$ cat src/rtl/rx_pkg.sv
// Shared types, widths and the attenuation-to-shift map for the rx_receiver link front end.
package rx_pkg;

    localparam int PAYLOAD_W = 18;
    localparam int GUARD_W   = 3;
    localparam int FRAME_W   = PAYLOAD_W + GUARD_W;
    localparam int ATTEN_W   = 5;
    localparam int AVG_LOG2  = 2;
    localparam int ACC_W     = ATTEN_W + AVG_LOG2;
    localparam int LOS_LIMIT = 4;
    localparam int LOS_CNT_W = 3;
    localparam int ERR_CNT_W = 16;
    localparam int SHIFT_W   = 3;
    localparam int MAX_SHIFT = 4;

    localparam logic [ATTEN_W-1:0] ATTEN_REF = 5'd16;

    typedef enum logic [1:0] {
        ST_ACQUIRE = 2'd0,
        ST_TRACK   = 2'd1,
        ST_LOS     = 2'd2
    } rx_state_t;

    // Smallest shift that brings the averaged reference back up to ATTEN_REF.
    function automatic logic [SHIFT_W-1:0] avg_to_shift(input logic [ATTEN_W-1:0] avg);
        logic [SHIFT_W-1:0] shift;
        if (avg >= 5'd16)     shift = 3'd0;
        else if (avg >= 5'd8) shift = 3'd1;
        else if (avg >= 5'd4) shift = 3'd2;
        else if (avg >= 5'd2) shift = 3'd3;
        else                  shift = 3'd4;
        return shift;
    endfunction

endpackage

$ cat src/rtl/rx_gain_comp.sv
// Stage-2 gain compensation: left-shifts the payload, saturating to all ones on overflow.
module rx_gain_comp
    import rx_pkg::*;
(
    input  logic [PAYLOAD_W-1:0] payload,
    input  logic [SHIFT_W-1:0]   shift,
    output logic [PAYLOAD_W-1:0] result
);

    localparam int WIDE_W = PAYLOAD_W + MAX_SHIFT;

    logic [WIDE_W-1:0] wide;

    // NOTE: every always_comb output is assigned on every path, so no latch is inferred.
    always_comb begin
        wide   = {{MAX_SHIFT{1'b0}}, payload} << shift;
        result = (wide[WIDE_W-1:PAYLOAD_W] != '0) ? '1 : wide[PAYLOAD_W-1:0];
    end

endmodule

$ cat src/rtl/rx_receiver.sv
// Link receiver: acquires channel attenuation, strips guard bits, restores payload gain.
// Optional guard-error counter is built only when RX_GUARD_CHECK_EN is defined.
module rx_receiver
    import rx_pkg::*;
(
    input  logic                 CLOCK_50,
    input  logic                 RESET,
    input  logic [FRAME_W-1:0]   SIGNAL_IN,
    input  logic                 SIGNAL_VALID,
    input  logic [ATTEN_W-1:0]   ATTEN_IN,
    output logic [PAYLOAD_W-1:0] SIGNAL_OUT,
    output logic                 VALID_OUT,
    output logic [SHIFT_W-1:0]   GAIN_SHIFT,
    output logic                 LOCKED,
    output logic                 LOS,
    output logic [ERR_CNT_W-1:0] GUARD_ERR_CNT
);

    rx_state_t state, state_next;

    logic [ACC_W-1:0]           acc;
    logic [ACC_W-1:0]           acc_sum;
    logic [AVG_LOG2-1:0]        sample_cnt;
    logic [LOS_CNT_W-1:0]       los_cnt;
    logic [ATTEN_W-1:0]         atten_clamped;
    logic [ATTEN_W-1:0]         avg;
    logic                       window_done;
    logic                       los_hit;
    logic                       accept;
    logic                       s1_valid;
    logic [PAYLOAD_W-1:0]       s1_payload;
    logic [PAYLOAD_W-1:0]       comp_result;

    // Clamping prevents a hot reference from ever requesting negative gain.
    assign atten_clamped = (ATTEN_IN > ATTEN_REF) ? ATTEN_REF : ATTEN_IN;
    assign acc_sum       = acc + ACC_W'(atten_clamped);
    assign avg           = acc_sum[ACC_W-1:AVG_LOG2];
    assign window_done   = SIGNAL_VALID && (state == ST_ACQUIRE) && (sample_cnt == '1);
    assign los_hit       = SIGNAL_VALID && (state == ST_TRACK) && (ATTEN_IN == '0)
                           && (los_cnt == LOS_CNT_W'(LOS_LIMIT - 1));
    assign accept        = SIGNAL_VALID && (state == ST_TRACK);

    // NOTE: sequential state uses non-blocking assignments so all registers update together.
    always_ff @(posedge CLOCK_50) begin
        if (RESET) state <= ST_ACQUIRE;
        else       state <= state_next;
    end

    always_comb begin
        state_next = state;
        unique case (state)
            ST_ACQUIRE: if (window_done) state_next = (avg == '0) ? ST_LOS : ST_TRACK;
            ST_TRACK:   if (los_hit) state_next = ST_LOS;
            ST_LOS:     if (SIGNAL_VALID && ATTEN_IN != '0) state_next = ST_ACQUIRE;
            default:    state_next = ST_ACQUIRE;
        endcase
    end

    always_comb begin
        LOCKED = 1'b0;
        LOS    = 1'b0;
        unique case (state)
            ST_TRACK: LOCKED = 1'b1;
            ST_LOS:   LOS    = 1'b1;
            default:  ;
        endcase
    end

    // The sample that exits LOS opens the new window as its first sample.
    always_ff @(posedge CLOCK_50) begin
        if (RESET) begin
            acc        <= '0;
            sample_cnt <= '0;
            GAIN_SHIFT <= '0;
        end else begin
            unique case (state)
                ST_ACQUIRE: if (SIGNAL_VALID) begin
                    if (window_done) begin
                        acc        <= '0;
                        sample_cnt <= '0;
                        if (avg != '0) GAIN_SHIFT <= avg_to_shift(avg);
                    end else begin
                        acc        <= acc_sum;
                        sample_cnt <= sample_cnt + 1'b1;
                    end
                end
                ST_LOS: if (SIGNAL_VALID && ATTEN_IN != '0) begin
                    acc        <= ACC_W'(atten_clamped);
                    sample_cnt <= AVG_LOG2'(1);
                end
                default: ;
            endcase
        end
    end

    always_ff @(posedge CLOCK_50) begin
        if (RESET || state != ST_TRACK) los_cnt <= '0;
        else if (SIGNAL_VALID)          los_cnt <= (ATTEN_IN == '0) ? los_cnt + 1'b1 : '0;
    end

    // NOTE: datapath registers are reset too, so no stale strobe or word survives a reset.
    always_ff @(posedge CLOCK_50) begin
        if (RESET) begin
            s1_valid   <= 1'b0;
            s1_payload <= '0;
            VALID_OUT  <= 1'b0;
            SIGNAL_OUT <= '0;
        end else begin
            s1_valid  <= accept;
            if (accept) s1_payload <= SIGNAL_IN[FRAME_W-1:GUARD_W];
            // Drains regardless of state so words accepted before LOS still emerge.
            VALID_OUT <= s1_valid;
            if (s1_valid) SIGNAL_OUT <= comp_result;
        end
    end

    rx_gain_comp u_gain_comp (
        .payload (s1_payload),
        .shift   (GAIN_SHIFT),
        .result  (comp_result)
    );

`ifdef RX_GUARD_CHECK_EN
    always_ff @(posedge CLOCK_50) begin
        if (RESET)
            GUARD_ERR_CNT <= '0;
        else if (SIGNAL_VALID && SIGNAL_IN[GUARD_W-1:0] != '0 && GUARD_ERR_CNT != '1)
            GUARD_ERR_CNT <= GUARD_ERR_CNT + 1'b1;
    end
`else
    logic unused_guard;
    assign unused_guard  = |SIGNAL_IN[GUARD_W-1:0];
    assign GUARD_ERR_CNT = '0;
`endif

endmodule
$ cat config.mk
export PLATFORM = sky130hd
export DESIGN_NAME = rx_receiver
export DESIGN_NICKNAME = d
export VERILOG_FILES = /design/src/rtl/rx_pkg.sv /design/src/rtl/rx_gain_comp.sv /design/src/rtl/rx_receiver.sv
export SDC_FILE = /design/constraint.sdc
export NUM_CORES = 1
export LEC_CHECK = 0
export CELL_PAD_IN_SITES_DETAIL_PLACEMENT = 1
export CELL_PAD_IN_SITES_GLOBAL_PLACEMENT = 1
export CORE_MARGIN = 1
export CORE_UTILIZATION = 38
export CTS_BUF_LIST = sky130_fd_sc_hd__clkbuf_8 sky130_fd_sc_hd__clkbuf_16
export DETAILED_ROUTE_END_ITERATION = 7
export PLACE_DENSITY_LB_ADDON = 0.3
export SETUP_SLACK_MARGIN = 0.5
export SYNTH_ARGS = -nofsm -noshare
export SYNTH_HDL_FRONTEND = slang
export SYNTH_SLANG_ARGS = --single-unit
$ cat constraint.sdc
create_clock -name CLOCK_50 -period 3.5 [get_ports CLOCK_50]
set_clock_uncertainty 0.15 [all_clocks]
set_input_delay 1.05 -clock CLOCK_50 [delete_from_list [all_inputs] [get_ports CLOCK_50]]
set_output_delay 1.05 -clock CLOCK_50 [all_outputs]
set_load 0.02 [all_outputs]
Word level (Yosys, flattened, before mapping)
Index checks and enable logic that the tools add are counted.

storage, ports and cells
  output and inout port bits = 40
  register bits = 55

cells by class
  reduce and logical (&&, ||, !) cells = 17
  add/subtract/negate cells = 3
  mux-type cells = 22
  $lt $le $gt $ge = 5
  shift-type cells = 1
  equality and inequality tests = 9

operator list
  operator               count
  $shl A18 B3 Y22        1
  $mux W7                3
  $mux W18               1
  $mux W3                5
  $mux W2                7
  $pmux W7 S2            1
  $logic_not A5 Y1       2
  $reduce_bool A5 Y1     2
  $ne A2 B2 Y1 const B   4
  $add A7 B5 Y7          1
  $logic_and A1 B1 Y1    6
  $pmux W2 S3            1
  $reduce_and A3 Y1      2
  $ge A5 B2 Y1 const B   1
  $ge A5 B3 Y1 const B   1
  $ge A5 B4 Y1 const B   1
  $ge A5 B5 Y1 const B   1
  $gt A5 B5 Y1 const B   1
  $mux W5                1
  $eq A2 B2 Y1 const B   2
  $pmux W2 S2            1
  $reduce_and A4 Y1      1
  $reduce_bool A4 Y1     1
  $add A3 B1 Y3 const B  1
  other kinds (8)        9

Longest topological paths before layout
Gate-level depths: netlist (run 1).

  depth in word-level cells = 8
  gate-level depth with buffers = 10

Modules after synthesis
From an unflattened synthesis (run 1), not the netlist that was laid out.

second synthesis, totals
  cell total of the unflattened synthesis = 390
  area, all modules = 3320.7 um2

by module, submodules not included
  module        seq. area each (um2)  cells an instance  times used  area an instance (um2)
  rx_receiver   1101.1                297                1           2665.1
  rx_gain_comp  0.0                   93                 1           655.6

Worst setup path after synthesis (run 1)
Ideal clock, no wire load.

  path type = input to register
  start point = input port ATTEN_IN[0]
  end point = register state[0]
  buffers on the path = 0
  required time = 3.234 ns
  cell stages on the path = 10
  arrival = 2.883 ns
  slack = 0.351 ns
  cell sequence = nor2b_1 > ha_1 > inv_1 > fa_1 > nand2b_1 > a211oi_1 > o21ai_0 > xor2_1 > nand4b_1 > a31o_2

on the way
  word-level cells in the longest chain between the ends = 7
  elaborated cells between the ends (all ways) = 15

RTL lines
  element                line               source
  from (decl)            rx_receiver.sv:10  input logic [ATTEN_W-1:0] ATTEN_IN,
  $gt A5 B5 Y1           rx_receiver.sv:35  assign atten_clamped = (ATTEN_IN > ATTEN_REF) ? ATTEN_REF : ATTEN_IN;
  $mux W5                rx_receiver.sv:35
  $add A7 B5 Y7          rx_receiver.sv:36  assign acc_sum = acc + ACC_W'(atten_clamped);
  $logic_not A5 Y1       rx_receiver.sv:52  ST_ACQUIRE: if (window_done) state_next = (avg == '0) ? ST_LOS : ST_TRACK;
  $mux W2 (2 in series)  rx_receiver.sv:52
  $pmux W2 S3            rx_receiver.sv:51  unique case (state)
  to (signal assigned)   rx_receiver.sv:46  else state <= state_next;
  to (decl)              rx_receiver.sv:19  rx_state_t state, state_next;

Several ways; a longest one is shown, not always the timed one. The select of a mux whose other input is x is not followed.
A chain may end at the register's enable or synchronous reset.

Final worst setup path (run 1)
  start point = input port ATTEN_IN[3]
  end point = register state[0]

The elaborated chain is that of the path after synthesis.

==> impl_results.md, run 1 <==
- Status: finished, final reports clean
- Overall routing resource usage: 18.78%
- Logic gate share of total power: 17.0%
- CP Capture Type: flop
- Leakage power: 1.391 nW
- Most frequent cells in the layout: dfxtp_1 (54), nand2_1 (52), clkdlybuf4s50_1 (45)
- Cell variety after synth: 50
- Max-cap violations: 0
- Global-route wire length before repair: 12.98 mm
- Clock power frac: 33.2%
- Total power: 0.001303 W
- Core area: 8175 um2
- Min-delay src: los_cnt[1]
- Arr. time, crit path: 3.00 ns
- CTS clk-pin slew, worst paths: 0.10 ns
- Hold Crit Class: reg2reg
- Drt first pass iters: 4
- Final worst-path cycle share: 83.80%
- CP Class: in2reg
- Mean post-synth cell area: 8.548 um2
- Fin Setup TNS: 0 ns
- N_diodes: 0
- Flops & latches, synth: 55
- Nets: 460
- Synth area leaders: dfxtp_1 (34%), nand2_1 (6.1%), nor2_1 (5.3%), a21oi_1 (5.2%), mux2i_1 (5.0%)
- Main synth FF type: dfxtp_1
- Hold_buf cts: 0
- WL/cell: 15.04 um
- RR Startpoint: acc[0]
- DRT antenna net count: 0
- Remaining global-route overflow: 0
- Final setup vio count: 0
- Clk sinks: 55
- Vias: 2753
- Mapped Cells: 374
- # IOs: 69
- CP Max Fanout: 3
- Slew Limit Headroom: 42.14%
- EDFF count, synth: 0
- Post-synthesis sequential area ratio: 34.44%
- Initial antenna violation count: 0
- Routed wire length: 7.939 mm
- Height of the die: 93.72 um
- Pwr/cell area: 322.5 nW/um2
- GPL Wtd Cong: 0.7548
- Crit start category: input pin
- Worst IR Drop VDD: 177.8 uV
- Crit. Startpoint: ATTEN_IN[3]
- DRT iter0 DRCs: 67
- NetSw: 0.0003494 W
- Net Sw Frac: 26.82%
- Largest net degree at the start of global routing: 50
- Post-detail-place hpwl: 5.619 mm
- Cell Area, Synth: 3197 um2
- Final core occ: 49.40%
- Die area: 8783 um2
- CTS buffer count: 5
- Initial core utilization: 39.10%
- TritonCTS clock tree: yes
- CTS Buffer Depth: 2
- Die W: 93.72 um
- Unrepaired setup endpoints after global routing: no
- Vias in the first global route: 2674
- Share of layout cells above drive strength 1: 19.62%
- Yosys top cell area share: 34.44%
- Final Max Slew Viols: 0
- Internal Power: 0.0009532 W
- Number of I/O port buffers: 49
- Tmin final: 2.933 ns
- Row Count: 33
- Measured slew at the worst slew-check pin: 0.8679 ns
- YS warnings: 0
- Ys async rst share: 0%
- Area Overhead vs Synth: 26.34%
- DRC: 0
- Filler instances: 987
- Root Buffer: clkbuf_8
- Maximum level of the CTS H-tree: 2
- Max Freq: 341.0 MHz
- Vias per cell: 5.214
- Final hold viol count: 0
- Clk Latency, worst-skew pair: 0.31 ns
- Critical Path RT: 3.57 ns
- Yosys top cell by area: dfxtp_1
- Commonest non-fill, non-tap cell in the layout: dfxtp_1
- Sequential share of power: 49.8%
power groups by stage:
stage          registers [W]  logic (W)  clock network [W]
2_1_floorplan       0.000660   0.000129                  0
3_3_place_gp        0.000660   0.000180                  0
3_5_place_dp        0.000661   0.000186                  0
4_1_cts             0.000648   0.000198           0.000444
5_1_grt             0.000651   0.000240           0.000463
6_report            0.000649   0.000221           0.000433
stage by stage:
stage | instance area, um2 | instances | hold slack (ns) | setup slack (ns)
after floorplan | 3273 | 389 | 0.2856 | 0.4639
after global placement | 3759 | 516 | 0.2934 | -0.1803
after detailed placement | 3759 | 516 | 0.3193 | -0.2784
after CTS | 3956 | 527 | 0.3350 | 0.4545
after global routing | 4039 | 528 | 0.3616 | 0.4545
final | 4039 | 528 | 0.3341 | 0.5671
metal layers:
metal  global-route usage (%)  routed length (um)  up-vias
met5                        0                   0        -
met4                    4.487                 103        0
met3                    2.670                 305        8
met2                    30.66                3715       63
met1                    26.07                3815     1310
li1                         -                   -     1372
state kept, by name, summed over array words and instances (netlist names):
register	flops
VALID_OUT	1
s1_valid	1
state	2
los_cnt	3
acc	7
s1_payload	18
GAIN_SHIFT	3
SIGNAL_OUT	18
sample_cnt	2
cell families (layout without fill, tap and decap cells):
family	Yosys count	count (layout)	share of synthesized area, %
AO/OA/AOI/OAI	91	91	20.31
buffers and inverters	50	84	8.845
multiplexers	29	29	12.05
adder cells (fa/ha/maj)	9	9	3.757
XOR/XNOR	6	6	1.644
AND/OR/NAND/NOR	133	133	18.83
flip-flops	55	55	34.44
other	1	16	0.1173
repair_timing:
item                                    CTS  global route
pin swaps                                11            10
buffers inserted                          3             1
endpoints found under the setup margin   12            10
hold endpoints to repair                  0             0
gates resized for setup                  16            23
critical path, stage by stage:
cell	delay (ns)
clkdlybuf4s50_1	0.47
nor2b_2	0.22
ha_4	0.24
nor2_4	0.12
a211oi_4	0.06
o21ai_2	0.22
xor2_2	0.22
nand4b_1	0.17
a31o_2	0.23
area by class of cell:
class	instances	area [um2]	area share, %
tap	105	131.4	3.253
clock buffer	5	68.82	1.704
sequential	55	1102	27.29
inverter	7	26.28	0.6506
multi-input combinational	284	2028	50.22
timing repair buffer	69	638.1	15.80
clock inverter	3	43.79	1.084
Yosys cell counts, types with 2 or more instances:
| master | count |
|---|---|
| nand3b_1 | 3 |
| xor2_1 | 3 |
| ha_1 | 8 |
| a21oi_1 | 33 |
| dfxtp_1 | 55 |
| nand3_1 | 5 |
| nand2_1 | 52 |
| nand2b_1 | 9 |
| inv_1 | 7 |
| a22oi_1 | 2 |
| mux4_2 | 7 |
| xnor2_1 | 3 |
| mux2_2 | 6 |
| buf_2 | 7 |
| buf_1 | 2 |
| a221oi_1 | 2 |
| buf_4 | 17 |
| o221ai_1 | 2 |
| a311oi_1 | 2 |
| o22ai_2 | 10 |
| a21o_1 | 2 |
| nor3_1 | 5 |
| o22ai_1 | 4 |
| o31ai_1 | 2 |
| nor2_1 | 45 |
| mux2i_1 | 16 |
| o21ai_1 | 2 |
| o211ai_1 | 3 |
| a211oi_1 | 11 |
| nor2b_1 | 6 |
| buf_6 | 3 |
| o21ai_0 | 9 |
| clkbuf_1 | 14 |
path summary, 6_finish.rpt:
kind	cells after the start	to	slack (ns)
min	2	los_cnt[1]	0.33
min reg2reg	2	los_cnt[1]	0.33
max reg2reg	9	state[0]	1.19
max	9	state[0]	0.57
(Power assumes the default switching activity.)
==> inputs of run 2 (changes only) <==
- clock period: 3.5 -> 2.7 ns (I/O delays scaled with it)
==> run 2 against run 1 <==
Compared with the run above:
- critical path depth grew 3
- clock-buffer cell count is the same
- non-clock buffer count grew 21
- critical endpoint is now GAIN_SHIFT[0]
- routed wire length grew 15%
- power grew 41%
- global-route usage grew 1.7 points
- die area is the same
==> impl_results.md, run 2 (same netlist as run 1, synthesis figures left out) <==
- Height of the die: 93.72 um (unchanged)
- Row Count: 33 (unchanged)
- Status: finished, final reports clean (unchanged)
- Vias in the first global route: 2824 (was 2674)
- Largest net degree at the start of global routing: 50 (unchanged)
- Crit start category: input pin (unchanged)
- Vias: 2886 (was 2753)
- Worst path slowest cell: fa_2 (was clkdlybuf4s50_1)
- Filler instances: 933 (was 987)
- WL/cell: 16.62 um (was 15.04 um)
- Unrepaired setup endpoints after global routing: yes (was no)
- Post-route worst setup slack: 0.01043 ns (was 0.5671 ns)
- Cell breakdown of the critical path: buf_8 -> nor2b_4 -> ha_4 -> inv_2 -> fa_2 -> nand2b_4 -> a21oi_2 -> xnor2_2 -> buf_4 -> nor2b_1 -> o21ai_1 -> a311oi_2 (was clkdlybuf4s50_1 -> nor2b_2 -> ha_4 -> nor2_4 -> a211oi_4 -> o21ai_2 -> xor2_2 -> nand4b_1 -> a31o_2)
- Final std cells w/o fill: 549 (was 528)
- N_diodes: 0 (unchanged)
- Die area: 8783 um2 (unchanged)
- Max-cap violations: 0 (unchanged)
- Leakage power: 1.638 nW (was 1.391 nW)
- Dpl cells: 529 (was 516)
- Worst path buffer plus inverter count: 3 (was 1)
- CTS Buffer Depth: 2 (unchanged)
- Remaining global-route overflow: 0 (unchanged)
- Post-detail-place hpwl: 5.973 mm (was 5.619 mm)
- Final worst-path cycle share: 99.61%
- Final hold viol count: 0 (unchanged)
- Final Max Slew Viols: 0 (unchanged)
- Pwr/cell area: 419.8 nW/um2 (was 322.5 nW/um2)
- Root Buffer: clkbuf_8 (unchanged)
- Vias per cell: 5.257 (was 5.214)
- Global-route wire length before repair: 14.00 mm (was 12.98 mm)
- # IOs: 69 (unchanged)
- Pre-CTS WS: -0.7928 ns (was -0.2784 ns)
- Slew Limit Headroom: 49.60% (was 42.14%)
- DRT iter0 DRCs: 131 (was 67)
- Max Freq: 371.8 MHz
- Crit-path max cell delay: 0.36 ns (was 0.47 ns)
- Routed wire length: 9.124 mm (was 7.939 mm)
- GPL Wtd Cong: 0.7742 (was 0.7548)
- Share of layout cells above drive strength 1: 28.60% (was 19.62%)
- TritonCTS clock tree: yes (unchanged)
- CP Max Fanout: 3 (unchanged)
- Measured slew at the worst slew-check pin: 0.7549 ns (was 0.8679 ns)
- CP Class: in2reg (unchanged)
- CTS buffer count: 5 (unchanged)
- Total power: 0.001836 W (was 0.001303 W)
- Nets: 481 (was 460)
- CTS clk-pin slew, worst paths: 0.10 ns (about the same)
- DRC: 0 (unchanged)
- Registers with the most flip-flops: SIGNAL_OUT (18), s1_payload (18), acc (7) (unchanged)
- Tmin final: 2.690 ns
- Arr. time, crit path: 2.76 ns (was 3.00 ns)
- CP Capture Type: flop (unchanged)
- Clk Latency, worst-skew pair: 0.31 ns (about the same)
- Worst IR Drop VDD: 240.0 uV (was 177.8 uV)
- Commonest non-fill, non-tap cell in the layout: dfxtp_1 (unchanged)
- DRT antenna net count: 0 (unchanged)
- Initial core utilization: 39.10% (unchanged)
- Hold Crit Class: reg2reg (unchanged)
- Overall routing resource usage: 20.45% (was 18.78%)
- Number of I/O port buffers: 49 (unchanged)
- Drt first pass iters: 4 (unchanged)
- Family with the most delay on the worst path: compound AO/OA/AOI/OAI gates (was simple AND/OR/NAND/NOR gates)
- Hold_buf cts: 0 (unchanged)
- Clk sinks: 55 (unchanged)
- Initial antenna violation count: 0 (unchanged)
- Area Overhead vs Synth: 36.79% (was 26.34%)
- Core area: 8175 um2 (unchanged)
- Critical Path RT: 2.77 ns (was 3.57 ns)
- Most frequent cells in the layout: dfxtp_1 (53), nand2_1 (52), nor2_1 (41) (was dfxtp_1 (54), nand2_1 (52), clkdlybuf4s50_1 (45))
- Die W: 93.72 um (unchanged)
- Final setup vio count: 0 (unchanged)
- Maximum level of the CTS H-tree: 2 (unchanged)
==> run 2: final timing paths <==
kind,start,end,slack (ns),depth (start not counted)
setup / recovery,ATTEN_IN[4],GAIN_SHIFT[0],0.01,12
hold / removal,los_cnt[1],los_cnt[1],0.34,2
setup reg to reg,acc[0],GAIN_SHIFT[0],0.32,10
hold reg to reg,los_cnt[1],los_cnt[1],0.34,2
==> run 2: routing by layer <==
metal | up-vias | wire length [um] | GRT usage, %
met5 | - | 0 | 0
li1 | 1418 | - | -
met3 | 13 | 320 | 3.398
met1 | 1374 | 4268 | 27.81
met4 | 0 | 150 | 6.538
met2 | 81 | 4385 | 32.91
==> run 2: power by group <==
part / internal (W) / switching [W]
combinational: 0.000167 / 0.000186
clock: 0.000367 / 0.000274
sequential: 0.000826 / 0.0000167
==> run 2: cell type report <==
| cell class | instances | area, um2 | share of cell area, % |
|---|---|---|---|
| Multi-Input combinational cell | 284 | 2160 | 49.38 |
| Sequential cell | 55 | 1104 | 25.24 |
| Timing Repair Buffer | 90 | 817.0 | 18.68 |
| Tap cell | 105 | 131.4 | 3.004 |
| Clock buffer | 5 | 68.82 | 1.574 |
| Clock inverter | 3 | 63.81 | 1.459 |
| Inverter | 7 | 28.78 | 0.6581 |
==> run 2: repair_timing <==
action	4_1_cts	5_1_grt
pin swaps	24	13
setup endpoints to repair	59	37
resized for setup	87	19
buffers inserted	9	3
==> run 2: worst min-delay path, stage by stage, from the launching register on <==
cell and delay (ns):
dfxtp_1 0.33, nand2b_1 0.06, a21oi_1 0.06
==> run 2: through the flow <==
step,util [%],setup TNS [ns],instance area [um2],hold WS (ns)
floorplan,-,-0.07432,3286,0.2856
global placement,47.60,-6.036,3891,0.2937
detailed placement,47.60,-7.616,3891,0.3173
CTS,52.14,0,4263,0.3322
global route,53.49,-0.02327,4373,0.3576
finish,53.49,0,4373,0.3367
